--- src/rtl/life_gen_scheduler.sv ---
// life_gen_scheduler
//   Sequences the Game of Life board engine. Turns frame ticks, run/pause,
//   single-step and pattern-load buttons into step/load requests. The engine
//   is driven over two req/done handshakes, and load takes priority over step.
//   Also keeps the generation counter, a per-generation pulse and a sticky
//   overrun flag that records dropped step triggers.
//
// Ports
//   clk, rst_n            clock, synchronous active-low reset
//   frame_tick            one-cycle pulse per video frame
//   run_en                1 = free-run, 0 = paused
//   step_btn, load_btn    debounced button levels (rising edge = trigger)
//   pat_sel [PAT_W]       pattern to load
//   speed   [DIV_W]       frames per generation minus 1
//   step_req / step_done  compute-one-generation handshake
//   load_req / load_done  load-pattern handshake, pattern on load_pat
//   busy                  a handshake is in progress
//   gen_pulse             one-cycle pulse per completed generation
//   gen_count [GEN_W]     generations since last load/reset
//   overrun               sticky, a step trigger was dropped
//
// state | meaning
// ------+----------------------------------------------
// IDLE  | no request outstanding, serves pending flags
// STEP  | step_req high, waiting for step_done
// LOAD  | load_req high, waiting for load_done
module life_gen_scheduler #(
   parameter int DIV_W = 4,
   parameter int GEN_W = 16,
   parameter int PAT_W = 2
) (
   input  logic             clk,
   input  logic             rst_n,
   input  logic             frame_tick,
   input  logic             run_en,
   input  logic             step_btn,
   input  logic             load_btn,
   input  logic [PAT_W-1:0] pat_sel,
   input  logic [DIV_W-1:0] speed,
   output logic             step_req,
   input  logic             step_done,
   output logic             load_req,
   output logic [PAT_W-1:0] load_pat,
   input  logic             load_done,
   output logic             busy,
   output logic             gen_pulse,
   output logic [GEN_W-1:0] gen_count,
   output logic             overrun
);

   typedef enum logic [1:0] {IDLE, STEP, LOAD} state_t;

   state_t           state, state_nx;
   logic [DIV_W-1:0] frame_cnt, frame_cnt_nx;
   logic             pending_step, pending_step_nx;
   logic             pending_load, pending_load_nx;
   logic             step_prev, load_prev;
   logic             step_req_nx, load_req_nx, gen_pulse_nx, overrun_nx;
   logic [GEN_W-1:0] gen_count_nx;
   logic [PAT_W-1:0] load_pat_nx;

   logic div_hit, step_trig, load_edge;

   // >= rather than == so a speed lowered below the running count still fires.
   assign div_hit   = run_en && frame_tick && (frame_cnt >= speed);
   assign step_trig = div_hit || (!run_en && step_btn && !step_prev);
   assign load_edge = load_btn && !load_prev;

   always_comb begin
      state_nx        = state;
      step_req_nx     = step_req;
      load_req_nx     = load_req;
      gen_pulse_nx    = 1'b0;
      gen_count_nx    = gen_count;
      overrun_nx      = overrun;
      frame_cnt_nx    = frame_cnt;
      pending_step_nx = pending_step;
      pending_load_nx = pending_load;
      load_pat_nx     = load_pat;

      if (!run_en)
         frame_cnt_nx = '0;
      else if (frame_tick)
         frame_cnt_nx = div_hit ? '0 : frame_cnt + DIV_W'(1);

      case (state)
         IDLE: begin
            if (pending_load) begin
               state_nx        = LOAD;
               load_req_nx     = 1'b1;
               pending_load_nx = 1'b0;
               pending_step_nx = 1'b0;
            end else if (pending_step) begin
               state_nx        = STEP;
               step_req_nx     = 1'b1;
               pending_step_nx = 1'b0;
            end
         end
         STEP: begin
            if (step_done) begin
               state_nx     = IDLE;
               step_req_nx  = 1'b0;
               gen_count_nx = gen_count + GEN_W'(1);
               gen_pulse_nx = 1'b1;
            end
         end
         LOAD: begin
            if (load_done) begin
               state_nx     = IDLE;
               load_req_nx  = 1'b0;
               gen_count_nx = '0;
               overrun_nx   = 1'b0;
               frame_cnt_nx = '0;
            end
         end
         default: begin
            state_nx    = IDLE;
            step_req_nx = 1'b0;
            load_req_nx = 1'b0;
         end
      endcase

      // New triggers are applied after this cycle's service so a trigger that
      // lands on the consume edge is kept rather than counted as dropped.
      // A step colliding with a load edge is discarded by the load anyway, so
      // it never counts as an overrun.
      if (step_trig) begin
         if (!pending_step_nx)
            pending_step_nx = 1'b1;
         else if (!load_edge)
            overrun_nx = 1'b1;
      end
      if (load_edge) begin
         pending_load_nx = 1'b1;
         load_pat_nx     = pat_sel;
      end
   end

   always_ff @(posedge clk) begin
      if (!rst_n) begin
         state        <= IDLE;
         frame_cnt    <= '0;
         pending_step <= 1'b0;
         pending_load <= 1'b0;
         step_prev    <= step_btn;
         load_prev    <= load_btn;
         step_req     <= 1'b0;
         load_req     <= 1'b0;
         load_pat     <= '0;
         busy         <= 1'b0;
         gen_pulse    <= 1'b0;
         gen_count    <= '0;
         overrun      <= 1'b0;
      end else begin
         state        <= state_nx;
         frame_cnt    <= frame_cnt_nx;
         pending_step <= pending_step_nx;
         pending_load <= pending_load_nx;
         step_prev    <= step_btn;
         load_prev    <= load_btn;
         step_req     <= step_req_nx;
         load_req     <= load_req_nx;
         load_pat     <= load_pat_nx;
         busy         <= (state_nx != IDLE);
         gen_pulse    <= gen_pulse_nx;
         gen_count    <= gen_count_nx;
         overrun      <= overrun_nx;
      end
   end

endmodule
--- config.mk ---
export PLATFORM = sky130hd
export DESIGN_NAME = life_gen_scheduler
export DESIGN_NICKNAME = d
export VERILOG_FILES = /design/src/rtl/life_gen_scheduler.sv
export SDC_FILE = /design/constraint.sdc
export NUM_CORES = 1
export LEC_CHECK = 0
export ABC_AREA = 0
export BUFFER_PORTS_ARGS = -buffer_cell sky130_fd_sc_hd__buf_4
export CORE_AREA = 8 8 68 70
export CTS_BUF_LIST = sky130_fd_sc_hd__clkbuf_8
export CTS_CLUSTER_SIZE = 10
export DETAILED_ROUTE_END_ITERATION = 10
export DIE_AREA = 0 0 76 78
export PLACE_DENSITY = 0.68
export SYNTH_ARGS = -nofsm -noshare
export SYNTH_HDL_FRONTEND = slang
export SYNTH_SLANG_ARGS = --single-unit
export TNS_END_PERCENT = 20
--- constraint.sdc ---
create_clock -name clk -period 1.9 [get_ports clk]
set_input_delay 0.38 -clock clk [delete_from_list [all_inputs] [get_ports clk]]
set_output_delay 0.38 -clock clk [all_outputs]
set_load 0.1 [all_outputs]
Word-level counts from Yosys, hierarchy flattened

Cells that the tools add are included.

Register bits: 33
Input port bits: 14
Word-level logic and storage cells: 72

Bitwise logic cells: 2
Add/sub/neg operators: 2
Eq/ne operators: 7
Order comparisons: 1
Muxes and demuxes: 30
Reduce and logical (&&, ||, !) cells: 17

Operators by type and width:

| operator                                                              | count |
|---|---|
| 16-bit two-way mux                                                    | 2 |
| 16-bit one-hot mux with 2 select lines                                | 1 |
| 4-bit two-way mux                                                     | 5 |
| 16-bit by 1-bit adder with 16-bit output, second input constant       | 1 |
| 1-bit two-way mux                                                     | 15 |
| 2-bit != test, second input constant                                  | 5 |
| 2-bit two-way mux                                                     | 4 |
| 1-bit one-hot mux with 3 select lines                                 | 2 |
| 2-bit one-hot mux with 3 select lines                                 | 1 |
| 3-bit AND reduction                                                   | 2 |
| 2-bit nonzero test                                                    | 3 |
| 1-bit logical AND                                                     | 5 |
| 4-bit by 1-bit adder with 4-bit output, second input constant         | 1 |
| 4-bit >= comparator                                                   | 1 |
| 4-bit AND reduction                                                   | 1 |
| 1-bit zero test                                                       | 3 |
| 2-bit by 1-bit equality test with 1-bit output, second input constant | 1 |
| 2-bit equality test, second input constant                            | 1 |
| 2-bit zero test                                                       | 1 |
| 1-bit inverter                                                        | 2 |
| 2-bit AND reduction                                                   | 1 |
| 1-bit logical OR                                                      | 1 |

Longest topological paths before layout

Gate-level depths: netlist of the first run.

Depth in word-level cells: 7
Gate-level depth with buffers: 7
Gate-level depth less buffers: 6

Worst setup path before layout of the first run

Ideal clock, no wire load.

Kind: register to register
From: reg gen_count[3]
To: reg gen_count[13]
Path slack: -0.427 ns
Stages on the path, launching flop included: 5
Buffers on the path: 0
Arrival: 2.256 ns
Required time: 1.830 ns
Setup time: 0.070 ns
Cells stage by stage: dfxtp_1 and4_1 nand3_2 or4_1 a21oi_1

Longest elaborated chain between the ends: 3

Ends and longest elaborated chain:

| item                                     | line | source |
|---|---|---|
| start, declared                          | 47   | `output logic [GEN_W-1:0] gen_count,` |
| start signal, assigned                   | 166  | `gen_count <= gen_count_nx;` |
| 16-bit by 1-bit adder with 16-bit output | 103  | `gen_count_nx = gen_count + GEN_W'(1);` |
| 16-bit two-way mux                       | 100  | `if (step_done) begin` |
| 16-bit one-hot mux with 2 select lines   | 86   | `case (state)` |

No other way between the ends. The select of a mux whose other input is x is not followed.
A chain may end at the register's enable or synchronous reset.

Final worst setup path of the first run

From: reg state[0]
To: reg gen_count[15]

Longest elaborated chain between the ends: 3

Ends and longest elaborated chain:

| item                                                                                  | line | source |
|---|---|---|
| start, declared                                                                       | 53   | `state_t state, state_nx;` |
| start signal, assigned                                                                | 155  | `state <= state_nx;` |
| 2-bit equality test or 2-bit by 1-bit equality test with 1-bit output (tied branches) | 86   |  |
| 2-bit != test (no line) or 2-bit nonzero test (tied branches)                         | -    |  |
| 3-bit AND reduction (no line)                                                         | -    |  |

Several ways; a longest one is shown, not always the timed one.

==> results of run 1 <==
-- state kept, by name, indices dropped and copies added (netlist names) --
name          count
overrun           1
load_req          1
gen_count        16
load_prev         1
state             2
step_req          1
frame_cnt         4
gen_pulse         1
pending_step      1
busy              1
step_prev         1
load_pat          2
pending_load      1
-- stage by stage --
| stage | setup WS [ps] | util | instances | hold WS [ps] |
|---|---|---|---|---|
| 6_report | 186.5 | 0.5504 | 256 | 207.3 |
| 5_1_grt | 34.43 | 0.5504 | 256 | 192.5 |
| 4_1_cts | 95.49 | 0.5497 | 256 | 197.8 |
| 3_5_place_dp | 70.82 | 0.5254 | 249 | 469.9 |
| 3_3_place_gp | 118.3 | 0.5254 | 249 | 461.0 |
| 2_1_floorplan | 6.604 | - | 170 | 407.7 |
-- where the power goes --
group / leakage (nW) / switching, W / internal, W
clock: 0.0485 / 0.000236 / 0.000282
sequential: 0.274 / 0.0000104 / 0.000704
combinational: 0.483 / 0.000102 / 0.0000534
total: 0.806 / 0.000348 / 0.00104
-- cells in the final DEF, fill, tap and decap left out, types with 6 or more instances in the layout --
master	netlist	final
dfxtp_2	0	9
dfxtp_1	33	22
nor2_1	16	16
inv_1	9	10
or4_1	8	8
clkbuf_8	0	6
nand2_1	13	13
buf_4	1	39
a21oi_1	12	12
o21ai_0	6	6
ha_1	6	6
-- worst paths after layout --
check	to	slack, ps
max	gen_count[15]	190
min reg2reg	gen_count[9]	480
min	load_prev	210
max reg2reg	gen_count[15]	190
-- layer usage --
| layer | up-vias | track usage | share of wire |
|---|---|---|---|
| met5 | - | 0 | 0 |
| met2 | 30 | 0.1808 | 0.48 |
| met1 | 638 | 0.1295 | 0.46 |
| met3 | 7 | 0.03917 | 0.041 |
| li1 | 697 | - | - |
| met4 | 0 | 0.06078 | 0.017 |
-- final cells by class --
| class | count | share of cell area |
|---|---|---|
| clock buffer | 6 | 0.04225 |
| clock inverter | 1 | 0.001921 |
| inverter | 9 | 0.01729 |
| multi-input combinational | 120 | 0.4104 |
| sequential | 33 | 0.3476 |
| tap | 48 | 0.03073 |
| timing repair buffer | 39 | 0.1498 |
-- critical path, stage by stage, from the launching register on --
cell	delay [ps]
dfxtp_1	440
and3b_2	330
o2111ai_4	220
or4_1	520
a21oi_1	140
-- kinds of logic (layout without fill, tap and decap cells) --
logic type,Yosys count,after routing
AO/OA/AOI/OAI,42,42
XOR/XNOR,6,6
adder cells (fa/ha/maj),6,6
buffers and inverters,17,55
flip-flops,33,33
multiplexers,2,2
AND/OR/NAND/NOR,64,64
==> run_results.csv, run 1 <==
group,metric,value,unit
worst_setup_path,r2r-start,"state[0]",
floorplan,ios,37,
sta,layout_min_cycle_time,1714,ps
worst_setup_path,worstPathRequired,2110,ps
worst_setup_path,crit_type,"flop to flop",
grt,grt_max_degree,14,
place,gp_congestion,0.7501,
sta,hold_viol_final,0,
floorplan,die_w,76,microns
sta,slew_headroom,0.6558,
route,ant_nets,0,
sta,fmaxAchievable,0.5836,GHz
clock_tree,numCtsBuffers,5,
synth,synth-compound-area-share,0.1968,
route,vias_per_cell,5.359,
sta,worst_slew_pin_slew,503.3,ps
synth,syn_nets,190,
power,total_power,0.001387,W
clock_tree,insertion_delay,280,ps
floorplan,dieArea,5928,sq um
sta,period_share,0.9019,
synth,netlist_instances,170,
synth,yosysTopAreaCell,"dfxtp_1",
sta,timing.setup.tns,0,ps
synth,netlist_area,1558,sq um
synth,postSynthAreaPerCell,9.163,sq um
layout,multi_input_area,802.0,sq um
grt,grtUsageTotal,0.1128,
place,dpl_cell_area,1866,sq um
power,peakVddDrop,0.4164,mV
synth,async_flop_share,0,
layout,seq_area,679.4,sq um
worst_setup_path,critical_path_arrival,1930,ps
run,drv_cap,0,
worst_hold_path,min-delay-start,"load_btn",
synth,synthMuxAreaShare,0.01285,
route,first_pass_iters,4,
route,wire_per_inst,13.10,microns
synth,yosysSeqAreaShare,0.4241,
route,drc,0,
clock_tree,cts_hold_buf,0,
layout,final_nets,228,
floorplan,rows,22,
layout,num_antenna_cells,0,
power,p_leak,0.8057,nW
place,io_buffers,36,
clock_tree,path_clk_slew,60,ps
clock_tree,clockRootBuffer,"clkbuf_8",
clock_tree,htreeDepth,2,
synth,synthXorXnorAreaFrac,0.03373,
synth,ys.flop_type,"dfxtp_1",
worst_setup_path,critPathMaxFanout,13,
worst_setup_path,critPathLaunchType,"flop",
worst_setup_path,critPathLaunch,"state[0]",
route,vias,1372,
clock_tree,cts_max_path_buffers,2,
synth,synth_edf_count,0,
synth,yosys.area.top_type_share,0.4241,
clock_tree,cts_tree,"built",
synth,yosys.area_share.simple,0.2217,
grt,antenna_found_initial,0,
run_status,status,"complete, no violations",
layout,area.growth.synth_to_final,25.46,%
sta,drv_slew,0,
worst_setup_path,endpoint_kind,"flop",
grt,grt_pass1_vias,1242,
synth,synthTopCellsByCount,"dfxtp_1 (33), nor2_1 (16), nand2_1 (13)",
floorplan,initial_core_util,0.4387,
clock_tree,ctsResizeCount,0,
place,dp_hpwl,2539,microns
layout,fin_area,1954,sq um
worst_hold_path,whs_path_depth,1,
clock_tree,post_cts_buffers,0,
layout,fillers,344,
synth,yosys.area_share.adder,0.04819,
route,routed_wl,3354,microns
grt,grt_overflow_total,0,
synth,synthesis.yosys.warnings,0,
clock_tree,cts_sinks,33,
sta,fin_skew,2.729,ps
grt,grt_pass1_wl,5568,microns
worst_setup_path,r2r_cells,4,
sta,grt_setup_unrepaired,"false",
layout,layout-drive-gt1-share,0.2981,
power,power_density,709.6,nW/um^2
synth,ys_ff_latch,33,
synth,synth_cell_types,42,
sta,setup_violations,0,
floorplan,core_area,3551,sq um
synth,synthTopCellsByArea,"dfxtp_1 (42%), ha_1 (4.8%), a21oi_1 (3.9%), nor2_1 (3.9%), or4_1 (3.9%)",
floorplan,die_h,78,microns
synth,synth_top_family_by_area,"simple AND/OR/NAND/NOR gates",
synth,synth.most_common_cell,"dfxtp_1",
worst_hold_path,hp-class,"primary input to flop",
route,first_iter_violations,33,
(Power assumes the default switching activity.)
==> inputs of run 2 (changes only) <==
--- a/config.mk
+++ b/config.mk
@@ -12,7 +12,8 @@
 export CTS_CLUSTER_SIZE = 10
 export DETAILED_ROUTE_END_ITERATION = 10
 export DIE_AREA = 0 0 76 78
-export PLACE_DENSITY = 0.68
+export PLACE_DENSITY = 0.72
+export RECOVER_POWER = 100
 export SYNTH_ARGS = -nofsm -noshare
 export SYNTH_HDL_FRONTEND = slang
 export SYNTH_SLANG_ARGS = --single-unit
==> run_results.csv, run 2 (synthesized netlist as in run 1, its figures left out) <==
group,metric,value,unit
worst_hold_path,whs_path_depth,1,
floorplan,die_h,78,microns
clock_tree,htreeDepth,2,
clock_tree,cts_max_path_buffers,2,
grt,grt_pass1_vias,1240,
route,routed_wl,3232,microns
clock_tree,cts_tree,"built",
layout,seq_area,679.4,sq um
grt,antenna_found_initial,0,
sta,timing.setup.tns,0,ps
route,drc,0,
sta,setup_violations,0,
floorplan,core_area,3551,sq um
place,dp_hpwl,2426,microns
layout,final_common_cell,"clkbuf_2",
worst_setup_path,endpoint_kind,"flop",
sta,worst_slew_pin_slew,629.3,ps
sta,drv_slew,0,
worst_setup_path,critPathLaunchType,"flop",
floorplan,die_w,76,microns
layout,area.growth.synth_to_final,24.26,%
run,drv_cap,0,
sta,fmaxAchievable,0.5757,GHz
layout,regMostFlops,"gen_count",
layout,finish.utilization,0.5451,
floorplan,rows,22,
worst_setup_path,critical_path_arrival,1950,ps
floorplan,dieArea,5928,sq um
worst_setup_path,cp_top_family,"simple AND/OR/NAND/NOR gates",
floorplan,initial_core_util,0.4387,
worst_setup_path,cp_slowest_cell,"or4_1",
route,vias_per_cell,5.192,
route,wire_per_inst,12.43,microns
layout,largest_registers,"gen_count: 16 flops, frame_cnt: 4 flops",
worst_setup_path,r2r_cells,4,
clock_tree,cts_hold_buf,0,
grt,grt_overflow_total,0,
sta,hold_viol_final,0,
worst_setup_path,slowest_delay,500,ps
clock_tree,insertion_delay,280,ps
sta,fin_ws,162.8,ps
power,peakVddDrop,0.7393,mV
sta,layout_min_cycle_time,1737,ps
place,io_buffers,36,
worst_setup_path,critPathMaxFanout,11,
route,first_iter_violations,18,
clock_tree,ctsResizeCount,0,
floorplan,ios,37,
worst_setup_path,worstPathRequired,2120,ps
sta,period_share,0.9143,
clock_tree,numCtsBuffers,5,
layout,num_antenna_cells,0,
clock_tree,path_clk_slew,70,ps
clock_tree,post_cts_buffers,0,
run_status,status,"complete, no violations",
worst_setup_path,crit_path_cell_trace,"and3b_1 > o2111ai_4 > or4_1 > a21oi_1",
sta,fin_skew,8.100,ps
grt,grt_pass1_wl,5561,microns
worst_setup_path,crit_cells,4,
layout,final_nets,231,
worst_setup_path,worst-path-buf-inv,0,
worst_hold_path,hp-class,"primary input to flop",
route,first_pass_iters,4,
place,dpl_worst_slack,84.86,ps
power,p_leak,0.8041,nW
layout,multi_input_area,799.5,sq um
sta,slew_headroom,0.5760,
power,power_density,790.3,nW/um^2
layout,layout-drive-gt1-share,0.2877,
grt,grt_max_degree,12,
worst_setup_path,crit_type,"flop to flop",
route,ant_nets,0,
sta,grt_setup_unrepaired,"false",
clock_tree,cts_sinks,33,
grt,grtUsageTotal,0.1110,
route,vias,1350,
layout,largest_register_ffs,16,
layout,layout_common_cells,"clkbuf_2 (23), dfxtp_1 (22), nor2_1 (16)",
place,gp_congestion,0.7650,
clock_tree,clockRootBuffer,"clkbuf_8",
layout,fillers,334,
## run 2: final timing paths
path	from	end	slack [ps]
max	state[1]	gen_count[15]	160
min reg2reg	gen_count[9]	gen_count[9]	480
max reg2reg	state[1]	gen_count[15]	160
min	load_btn	load_prev	220
## run 2: power by group
group	total, W	switching, W	internal, W
Clock	0.000667	0.000245	0.000422
Combinational	0.000150	0.000102	0.0000484
Sequential	0.000713	0.00000903	0.000704
Total	0.00153	0.000356	0.00117
## run 2: worst reg2reg max path, stage by stage (launching register included)
cell and delay, ps:
dfxtp_1 390, and3b_1 390, o2111ai_4 240, or4_1 510, a21oi_1 150
## run 2: metal layers
metal,global-route usage,part of all wire
met1,0.1310,0.46
met2,0.1748,0.47
met3,0.04032,0.056
met4,0.05294,0.013
met5,0,0
## run 2: stage by stage
step | hold slack (ps) | cells | total power [W] | area (sq um)
floorplan | 407.7 | 170 | 0.0008383 | 1577
global placement | 457.2 | 252 | 0.0008872 | 1888
detailed placement | 472.3 | 252 | 0.0008880 | 1888
CTS | 192.6 | 260 | 0.001557 | 2004
global route | 213.7 | 260 | 0.001592 | 1936
finish | 223.6 | 260 | 0.001530 | 1936
## run 2: cell type report
cell class | instances | share of cell area
timing repair buffer | 42 | 0.1273
tap | 48 | 0.03103
clock inverter | 2 | 0.01745
multi-input combinational | 120 | 0.4131
sequential | 33 | 0.3510
clock buffer | 6 | 0.04266
inverter | 9 | 0.01745
==> inputs of run 3 (changes only) <==
==> constraint.sdc (replaced) <==
create_clock -name clk -period 1.6 [get_ports clk]
set_input_delay 0.32 -clock clk [delete_from_list [all_inputs] [get_ports clk]]
set_output_delay 0.32 -clock clk [all_outputs]
set_load 0.1 [all_outputs]
==> run_results.csv, run 3 (synthesized netlist as in run 1, its figures left out) <==
group,metric,value,unit
run_status,status,"complete, no violations",
worst_setup_path,critPathLaunchType,"flop",
power,total_power,0.001784,W
floorplan,core_area,3551,sq um
sta,worst_hold_slack,172.3,ps
power,power_density,842.1,nW/um^2
route,routed_wl,3788,microns
worst_setup_path,critical_path_arrival,1790,ps
layout,largest_register_ffs,16,
grt,grt_overflow_total,0,
clock_tree,cts_sinks,33,
sta,hold_viol_final,0,
layout,final_common_cell,"buf_4",
clock_tree,path_clk_slew,70,ps
layout,num_antenna_cells,0,
floorplan,ios,37,
route,drc,0,
power,internal_power,0.001345,W
layout,area.growth.synth_to_final,35.98,%
clock_tree,clockRootBuffer,"clkbuf_8",
power,switching_share,0.2463,
power,clockPowerShare,0.421,
power,combPwrFrac,0.113,
run,drv_cap,0,
clock_tree,numCtsBuffers,5,
layout,layout_common_cells,"buf_4 (27), clkbuf_2 (22), dfxtp_1 (17)",
route,first_iter_violations,81,
grt,grt_pass1_wl,6603,microns
sta,fin_skew,8.765,ps
layout,final_nets,244,
layout,layout-drive-gt1-share,0.4089,
floorplan,die_h,78,microns
floorplan,initial_core_util,0.4387,
sta,grt_setup_unrepaired,"true",
worst_setup_path,endpoint_kind,"flop",
power,power_frac_seq,0.467,
power,p_switching,0.0004393,W
worst_setup_path,critPathMaxFanout,7,
floorplan,dieArea,5928,sq um
clock_tree,cts_tree,"built",
layout,regMostFlops,"gen_count",
power,peakVddDrop,0.6549,mV
worst_hold_path,hp-class,"primary input to flop",
sta,setup_violations,0,
route,vias,1443,
grt,antenna_found_initial,0,
worst_setup_path,crit_type,"flop to flop",
place,io_buffers,36,
sta,layout_min_cycle_time,1565,ps
sta,drv_slew,0,
floorplan,rows,22,
sta,period_share,0.9780,
grt,grt_pass1_vias,1495,
sta,slew_headroom,0.6294,
place,gp_congestion,0.7286,
clock_tree,cts_hold_buf,0,
sta,fin_ws,35.15,ps
power,p_leak,0.8708,nW
place,dp_hpwl,2872,microns
grt,grtUsageTotal,0.1314,
clock_tree,htreeDepth,2,
route,ant_nets,0,
route,wire_per_inst,13.88,microns
sta,fmaxAchievable,0.6390,GHz
route,vias_per_cell,5.286,
grt,grt_max_degree,12,
floorplan,die_w,76,microns
clock_tree,cts_max_path_buffers,2,
place,dpl_worst_slack,-124.1,ps
sta,timing.setup.tns,0,ps
worst_setup_path,worstPathRequired,1830,ps
route,first_pass_iters,5,
clock_tree,insertion_delay,280,ps
layout,largest_registers,"gen_count: 16 flops, frame_cnt: 4 flops",
sta,worst_slew_pin_slew,558.3,ps
-- run 3: critical path, cell delays in order (launching register included) --
cell       delay (ps)
dfxtp_2           330
and3b_2           330
o2111ai_4         200
buf_6             160
or4_1             400
nand2_1            80
-- run 3: worst paths after layout --
path	start	end	slack [ps]	depth (start not counted)
hold reg to reg	gen_count[14]	gen_count[14]	490	2
hold / removal	load_btn	load_prev	170	1
setup / recovery	state[0]	gen_count[7]	40	5
setup reg to reg	state[0]	gen_count[7]	40	5
-- run 3: power groups by stage --
stage / sequential, W / clock [W] / combinational, W
after floorplan: 0.000909 / 0 / 0.0000734
after global placement: 0.000850 / 0 / 0.000201
after detailed placement: 0.000850 / 0 / 0.000206
after CTS: 0.000832 / 0.000769 / 0.000207
after global routing: 0.000834 / 0.000807 / 0.000217
final: 0.000833 / 0.000751 / 0.000201
-- run 3: per-stage QoR --
| stage | cells | util | cell area, sq um |
|---|---|---|---|
| final | 273 | 0.5965 | 2118 |
| after detailed placement | 262 | 0.5662 | 2011 |
| after global routing | 273 | 0.5965 | 2118 |
| after CTS | 273 | 0.6032 | 2142 |
| after floorplan | 170 | - | 1624 |
| after global placement | 262 | 0.5662 | 2011 |
-- run 3: what timing repair did --
action                                  in CTS  in global routing
endpoints found under the hold margin        0                  0
resized for setup                            2                 12
pin swaps                                    2                  6
setup buffers                                3                  0
cloned                                       0                  0
endpoints found under the setup margin       4                 13
-- run 3: area by class of cell --
type | count | area (sq um)
clock buffer | 5 | 68.82
clock inverter | 3 | 37.54
fill | 323 | 1433
inverter | 9 | 33.78
multi-input combinational | 120 | 862.1
sequential | 33 | 705.7
tap | 48 | 60.06
timing repair buffer | 55 | 350.3
-- run 3: layer usage --
layer / vias to the layer above / GRT usage / share of wire
li1: 725 / - / -
met1: 675 / 0.1369 / 0.41
met2: 35 / 0.2374 / 0.53
met3: 8 / 0.05184 / 0.056
met4: 0 / 0.03922 / 0.011
met5: - / 0 / 0
